<file path="src/rtl/audio_out_ctrl.sv">
// rtl/audio_out_ctrl.sv - speaker output stage: tone sync, half-period measure, PWM volume, click-free gating; optional fade-in via AUDIO_OUT_FADE_EN
module audio_out_ctrl #(
  parameter int PWM_BITS    = 4,
  parameter int SILENCE_CYC = 1000000,
  parameter int FADE_SHIFT  = 16
) (
  input  logic                clk,
  input  logic                rst_n,
  input  logic                audio_in,
  input  logic                enable,
  input  logic [PWM_BITS-1:0] volume,
  output logic                audio_out,
  output logic                playing,
  output logic [15:0]         half_period
);

  localparam int                SIL_W   = $clog2(SILENCE_CYC);
  localparam logic [SIL_W-1:0]  SIL_MAX = SIL_W'(SILENCE_CYC - 1);

  // Reject parameter values the counters below cannot represent.
  if (SILENCE_CYC < 2) begin : g_bad_silence
    $error("audio_out_ctrl: SILENCE_CYC must be at least 2");
  end
  if (FADE_SHIFT < 1) begin : g_bad_fade
    $error("audio_out_ctrl: FADE_SHIFT must be at least 1");
  end

  typedef enum logic [1:0] {IDLE, ARM, PLAY, DRAIN} state_t;

  state_t              state, next_state;
  logic                s1, s2, a_d;
  logic                rise, fall, tone_edge;
  logic [15:0]         hp_cnt;
  logic [SIL_W-1:0]    sil_cnt;
  logic                silent;
  logic [PWM_BITS-1:0] pwm_cnt;
  logic [PWM_BITS-1:0] eff_vol;
  logic                gate;
  logic                next_active;

  assign rise      = s2 & ~a_d;
  assign fall      = ~s2 & a_d;
  assign tone_edge = rise | fall;
  assign silent    = (sil_cnt == SIL_MAX);

  // Two-flop synchroniser for the divided-clock tone, plus one delay stage for edge detection.
  always_ff @(posedge clk or negedge rst_n) begin
    if (!rst_n) begin
      s1  <= 1'b0;
      s2  <= 1'b0;
      a_d <= 1'b0;
    end else begin
      s1  <= audio_in;
      s2  <= s1;
      a_d <= s2;
    end
  end

  // Half-period measurement: count restarts at 1 on each edge, saturates so long gaps read as 65535.
  always_ff @(posedge clk or negedge rst_n) begin
    if (!rst_n) begin
      hp_cnt      <= '0;
      half_period <= '0;
    end else if (tone_edge) begin
      half_period <= hp_cnt;
      hp_cnt      <= 16'd1;
    end else if (hp_cnt != 16'hFFFF) begin
      hp_cnt      <= hp_cnt + 16'd1;
    end
  end

  // Silence timer: cycles since the last tone edge, held once the silence threshold is reached.
  always_ff @(posedge clk or negedge rst_n) begin
    if (!rst_n) begin
      sil_cnt <= '0;
    end else if (tone_edge) begin
      sil_cnt <= '0;
    end else if (!silent) begin
      sil_cnt <= sil_cnt + 1'b1;
    end
  end

  // Free-running PWM phase counter; wraps every 2^PWM_BITS cycles.
  always_ff @(posedge clk or negedge rst_n) begin
    if (!rst_n) begin
      pwm_cnt <= '0;
    end else begin
      pwm_cnt <= pwm_cnt + 1'b1;
    end
  end

`ifdef AUDIO_OUT_FADE_EN
  logic [FADE_SHIFT-1:0] fade_cnt;

  // Fade-in ramp: restarts from zero outside PLAY/DRAIN, steps up once per fade interval, follows volume down at once.
  always_ff @(posedge clk or negedge rst_n) begin
    if (!rst_n) begin
      eff_vol  <= '0;
      fade_cnt <= '0;
    end else if (state == PLAY || state == DRAIN) begin
      fade_cnt <= fade_cnt + 1'b1;
      if (volume < eff_vol) begin
        eff_vol <= volume;
      end else if ((&fade_cnt) && (eff_vol != volume)) begin
        eff_vol <= eff_vol + 1'b1;
      end
    end else begin
      eff_vol  <= '0;
      fade_cnt <= '0;
    end
  end
`else
  assign eff_vol = volume;
`endif

  assign gate = (&eff_vol) | (pwm_cnt < eff_vol);

  // State register.
  always_ff @(posedge clk or negedge rst_n) begin
    if (!rst_n) begin
      state <= IDLE;
    end else begin
      state <= next_state;
    end
  end

  // Next-state logic: start only on a tone rise, stop only on a tone fall or silence.
  always_comb begin
    next_state = state;
    case (state)
      IDLE: begin
        if (enable) next_state = ARM;
      end
      ARM: begin
        if (!enable)   next_state = IDLE;
        else if (rise) next_state = PLAY;
      end
      PLAY: begin
        if (!enable)     next_state = s2 ? DRAIN : IDLE;
        else if (silent) next_state = ARM;
      end
      DRAIN: begin
        if (fall || silent) next_state = IDLE;
        else if (enable)    next_state = PLAY;
      end
      default: next_state = IDLE;
    endcase
  end

  assign next_active = (next_state == PLAY) || (next_state == DRAIN);

  // Registered speaker drive and status, both keyed off the state being entered.
  always_ff @(posedge clk or negedge rst_n) begin
    if (!rst_n) begin
      audio_out <= 1'b0;
      playing   <= 1'b0;
    end else begin
      audio_out <= next_active & s2 & gate;
      playing   <= next_active;
    end
  end

endmodule

</file>
<file path="config.mk">
export PLATFORM = sky130hd
export DESIGN_NAME = audio_out_ctrl
export DESIGN_NICKNAME = d
export VERILOG_FILES = /design/src/rtl/audio_out_ctrl.sv
export SDC_FILE = /design/constraint.sdc
export NUM_CORES = 1
export LEC_CHECK = 0
export ABC_AREA = 1
export CORE_UTILIZATION = 52
export DETAILED_ROUTE_END_ITERATION = 6
export GPL_TIMING_DRIVEN = 1
export PLACE_DENSITY = 0.75
export SYNTH_ARGS = -nofsm -noshare
export SYNTH_HDL_FRONTEND = slang
export SYNTH_SLANG_ARGS = --single-unit
</file>
<file path="constraint.sdc">
create_clock -name clk -period 1.6 [get_ports clk]
set_input_delay 0.32 -clock clk [delete_from_list [all_inputs] [get_ports clk]]
set_output_delay 0.32 -clock clk [all_outputs]
set_load 0.1 [all_outputs]
</file>
After elaboration in Yosys (flattened, before gate mapping)
Cells that the tools add are included.
- flip-flop bits (word level): 63
- input bits: 8
- output and inout bits: 18
- logic and storage cells: 48
- $add $sub $neg: 3
- order comparisons: 1
- equal/unequal tests: 8
- multiplexer cells: 13
- bitwise operators: 8
- reductions and logical operators: 5
- operators by type and width (kind ; count):
    $mux 20 ; 2
    $mux 16 ; 2
    $add 20x1->20 const B ; 1
    $eq 20x20->1 const B ; 1
    $add 16x1->16 const B ; 1
    $mux 2 ; 8
    $ne 16x16->1 const B ; 1
    $eq 2x2->1 const B ; 4
    $pmux 2 s4 ; 1
    $add 4x1->4 const B ; 1
    $and 1x1->1 ; 4
    $lt 4x4->1 ; 1
    $reduce_and 4->1 ; 1
    $eq 2x1->1 const B ; 1
    $logic_not 2->1 ; 1
    $logic_or 1x1->1 ; 2
    $ne 2x2->1 const B ; 1
    $not 1->1 ; 2
    $or 1x1->1 ; 2
    $reduce_bool 2->1 ; 1

Longest topological paths before layout
- depth after elaboration: 9
- mapped depth: 10
- gate-level depth less buffers: 9

Least setup slack after synthesis
No wires, ideal clock.
- path kind: register to register
- start point: register hp_cnt[0]
- end point: register hp_cnt[4]
- library setup time: 0.134 ns
- arrival: 1.383 ns
- data required time: 1.466 ns
- slack: 0.082 ns
- stages on the path, launching flop included: 10
- path buffers: 1
- period minus slack after synthesis: 1.518 ns
- cells stage by stage: dfrtp_1 -> ha_1 -> nand2_1 -> nor2_1 -> and2_1 -> buf_6 -> nand3_4 -> inv_2 -> nor2_1 -> a31oi_2
- cells in the longest elaborated chain, start to end: 3
- elaborated cells between the ends (all ways): 5
- classes of those cells: add/sub (1); eq/ne (1); mux (2); reduce/logical (1)
- RTL lines (item ; line ; text):
    start, declared ; 33 ; logic [15:0] hp_cnt;
    start signal, assigned ; 68 ; hp_cnt <= hp_cnt + 16'd1;
    $add 16x1->16 ; 68 ;
    $mux 16 ; 67 ; end else if (hp_cnt != 16'hFFFF) begin
    $mux 16 ; 64 ; end else if (tone_edge) begin
Parallel ways exist; a longest one is shown, timed or not. The select of a mux whose other input is x is not followed.
A chain may end at the register's enable or synchronous reset.

Final worst setup path
- start point: register sil_cnt[1]
- end point: register sil_cnt[11]
- cells in the longest elaborated chain, start to end: 3
- elaborated cells between the ends (all ways): 5
- classes of those cells: add/sub (1); eq/ne (2); mux (2)
- RTL lines (item ; line ; text):
    start, declared ; 34 ; logic [SIL_W-1:0] sil_cnt;
    start signal, assigned ; 79 ; sil_cnt <= sil_cnt + 1'b1;
    $add 20x1->20 ; 79 ;
    $mux 20 ; 78 ; end else if (!silent) begin
    $mux 20 ; 76 ; end else if (tone_edge) begin
Parallel ways exist; a longest one is shown, timed or not. The select of a mux whose other input is x is not followed.

==> results_dict.tcl <==
set metrics [dict create \
    slowest_stage "dfrtp_1" \
    timing.hold.ws_ns 0.356 \
    vias_per_cell 5.37 \
    status "finished, final reports clean" \
    cp.arrival_ns 1.76 \
    startpoint_type "flip-flop" \
    period_share_pct 95.2 \
    clk_latency_ns 0.35 \
    grt_pass1_vias 2661 \
    switchingPower_mw 1.16 \
    setup-violations-final 0 \
    hp-class "flip-flop to flip-flop" \
    grt_pass1_wl_um 12000 \
    row_count 28 \
    die-width_um 81.3 \
    yosys-top-cells-area "dfrtp_1 (48%), nand2_1 (9.0%), inv_1 (5.5%)" \
    crit_type "flip-flop to flip-flop" \
    gr-total-overflow 0 \
    synthCells 386 \
    finalMaxSlewViolations 0 \
    cp_top_family "simple AND/OR/NAND/NOR gates" \
    numClockSinks 63 \
    yosys.area.top_type "dfrtp_1" \
    yosysSeqAreaShare_pct 48.2 \
    layout_commonest_cell "nand2_1" \
    worstHoldStart "s1$_DFF_PN0_" \
    fmax_ghz 0.657 \
    tightestPinTransition_ns 0.336 \
    antenna_left 0 \
    place_ws_ns -0.141 \
    required_ns 1.84 \
    cpPeakStageDelay_ns 0.41 \
    p_sw_share_pct 30.7 \
    wl_per_cell_um 14.2 \
    yosysTopAreaCellShare_pct 48.2 \
    synth_area_per_cell_um2 8.47 \
    powerDensity_nw_per_um2 907 \
    dr.pass1.iters 4 \
    io_buffers 25 \
    dieArea_um2 6610 \
    routed_wl_um 7300 \
    finalWorstSetupSlack_ns 0.0776 \
    htree_levels 3 \
    final_cell_mix "nand2_1 (78), dfrtp_1 (63), inv_1 (47), nor2_1 (35), o21ai_0 (25)" \
    combPwrFrac_pct 20.0 \
    ys_types 38 \
    hpwlAfterDp_um 4770 \
    syn-num-nets 402 \
    die_h_um 81.3 \
    syn_area_um2 3270 \
    cts_tree "built" \
    pin_count 26 \
    remaining_drc_errors 0 \
    setup.worst_path.start "sil_cnt[1]$_DFFE_PN0P_" \
    n_antenna_cell 0 \
    clockBufferDepth 2 \
    hold_viol_final 0 \
    vias 2755 \
    power.leakage_nw 1.93 \
    layout-drive-gt1-share_pct 20.1 \
    grt_max_degree 64 \
    fin_skew_ns 0.00878 \
    period_needed_ns 1.52 \
    path_cells "ha_2 > nand3_2 > nor2_1 > nand3_2 > nand3_1 > nand2_1 > nand2_1 > nor2_1" \
    grtUsageTotal_pct 24.2 \
    antenna_found_initial 0 \
    reg2reg_from "sil_cnt[1]$_DFFE_PN0P_" \
    cp_num_buf_inv 0 \
    coreArea_um2 5990 \
    nets 449 \
    cp-end-kind "flip-flop" \
    p_int_mw 2.61 \
    ir_drop_uv 646 \
    clkPwrFrac_pct 33.5 \
    gp_congestion 0.855 \
    cts.clk_slew.worst_paths_ns 0.07 \
    yosys_warnings 0 \
    synth-seq-cells 63 \
    cts_root_buf "clkbuf_8" \
    areaGrowthSynthToFinish_pct 27.0 \
    numCtsBuffers 9 \
    maxCapViolations 0 \
    drt_iter0_markers 184 \
    maxSlewHeadroom_pct 77.6 \
    cp_max_fo 5 \
    initial_core_util_pct 54.6 \
    pwr-share-seq_pct 46.6 \
]
sequential cells by signal (all words and copies together) (netlist names):
name	flops
a_d	1
audio_out	1
half_period	16
hp_cnt	16
playing	1
pwm_cnt	4
s1	1
s2	1
sil_cnt	20
state	2
synthesized netlist by cell type:
cell	number
clkbuf_1	3
a21oi_1	12
xnor2_1	1
clkinv_2	1
nand4_4	1
xor2_1	5
nor3_1	11
nand4_1	12
nand2_2	2
a31oi_2	1
o31ai_1	3
o21ai_0	25
inv_1	48
nor3_4	2
ha_1	8
buf_6	1
nor2_1	37
a211oi_2	1
a31oi_1	4
and3_1	1
nand2_1	78
a211oi_1	1
nand3_1	24
nor2_2	2
nand2_4	1
o21ai_2	1
inv_2	4
o21ai_1	11
nor2_4	4
and2_1	1
buf_2	3
a41oi_1	1
buf_1	1
nand3_4	2
nor3_2	4
dfrtp_1	63
o21a_1	2
nand3_2	4
layout make-up:
cell class,count,area (um2)
inverter,53,200
multi-input combinational,262,1480
clock inverter,3,17.5
sequential,63,1580
fill,475,1840
tap,75,93.8
timing repair buffer,44,626
clock buffer,13,159
logic make-up (layout without fill, tap and decap cells):
group / count (synthesis) / after routing / synth area share [%]
simple gates: 186 / 186 / 28.9
xor+xnor: 6 / 6 / 1.61
fa+ha+maj: 8 / 8 / 3.06
buf+inv: 61 / 113 / 7.39
flops: 63 / 63 / 48.2
compound gates: 62 / 62 / 10.8
power groups by stage:
stage	sequential [mW]	clock (mW)	combinational [mW]
after floorplan	1.97	0	0.203
after global placement	1.77	0	0.688
after detailed placement	1.78	0	0.700
after CTS	1.75	1.27	0.705
after global routing	1.76	1.33	0.813
final	1.75	1.26	0.752
per-layer routing:
layer | GRT usage, % | vias up | wire length (um)
li1 | - | 1363 | -
met1 | 31.9 | 1331 | 3470
met2 | 37.9 | 50 | 3470
met3 | 5.39 | 11 | 255
met4 | 10.5 | 0 | 106
met5 | 0 | - | 0
stage by stage:
step           setup TNS [ns]  cells  area (um2)  power, mW  util (%)
6_report                    0    513        4150       3.76      69.3
3_5_place_dp           -0.141    490        3870       2.48      64.7
5_1_grt               -0.0477    513        4150       3.90      69.3
3_3_place_gp          -0.0623    490        3870       2.46      64.7
2_1_floorplan               0    386        3270       2.17         -
4_1_cts                     0    507        4060       3.72      67.8
final timing paths:
path,to,slack [ns],cells after the start
min reg2reg,s2$_DFF_PN0_,0.36,0
max reg2reg,sil_cnt[11]$_DFFE_PN0P_,0.08,8
min,s2$_DFF_PN0_,0.36,0
max,sil_cnt[11]$_DFFE_PN0P_,0.08,8
max in group asynchronous,sil_cnt[11]$_DFFE_PN0P_,0.82,3
min in group asynchronous,pwm_cnt[1]$_DFF_PN0_,0.52,3
timing repair:
action                                 in CTS  in global routing
setup buffers                               0                  5
pin swaps                                   0                  0
gates resized for setup                     1                  8
setup endpoints to repair                   1                 14
hold buffers                                1                  0
endpoints found under the hold margin      24                  0
cloned                                      0                  1
Power figures use the tool's default switching activity.
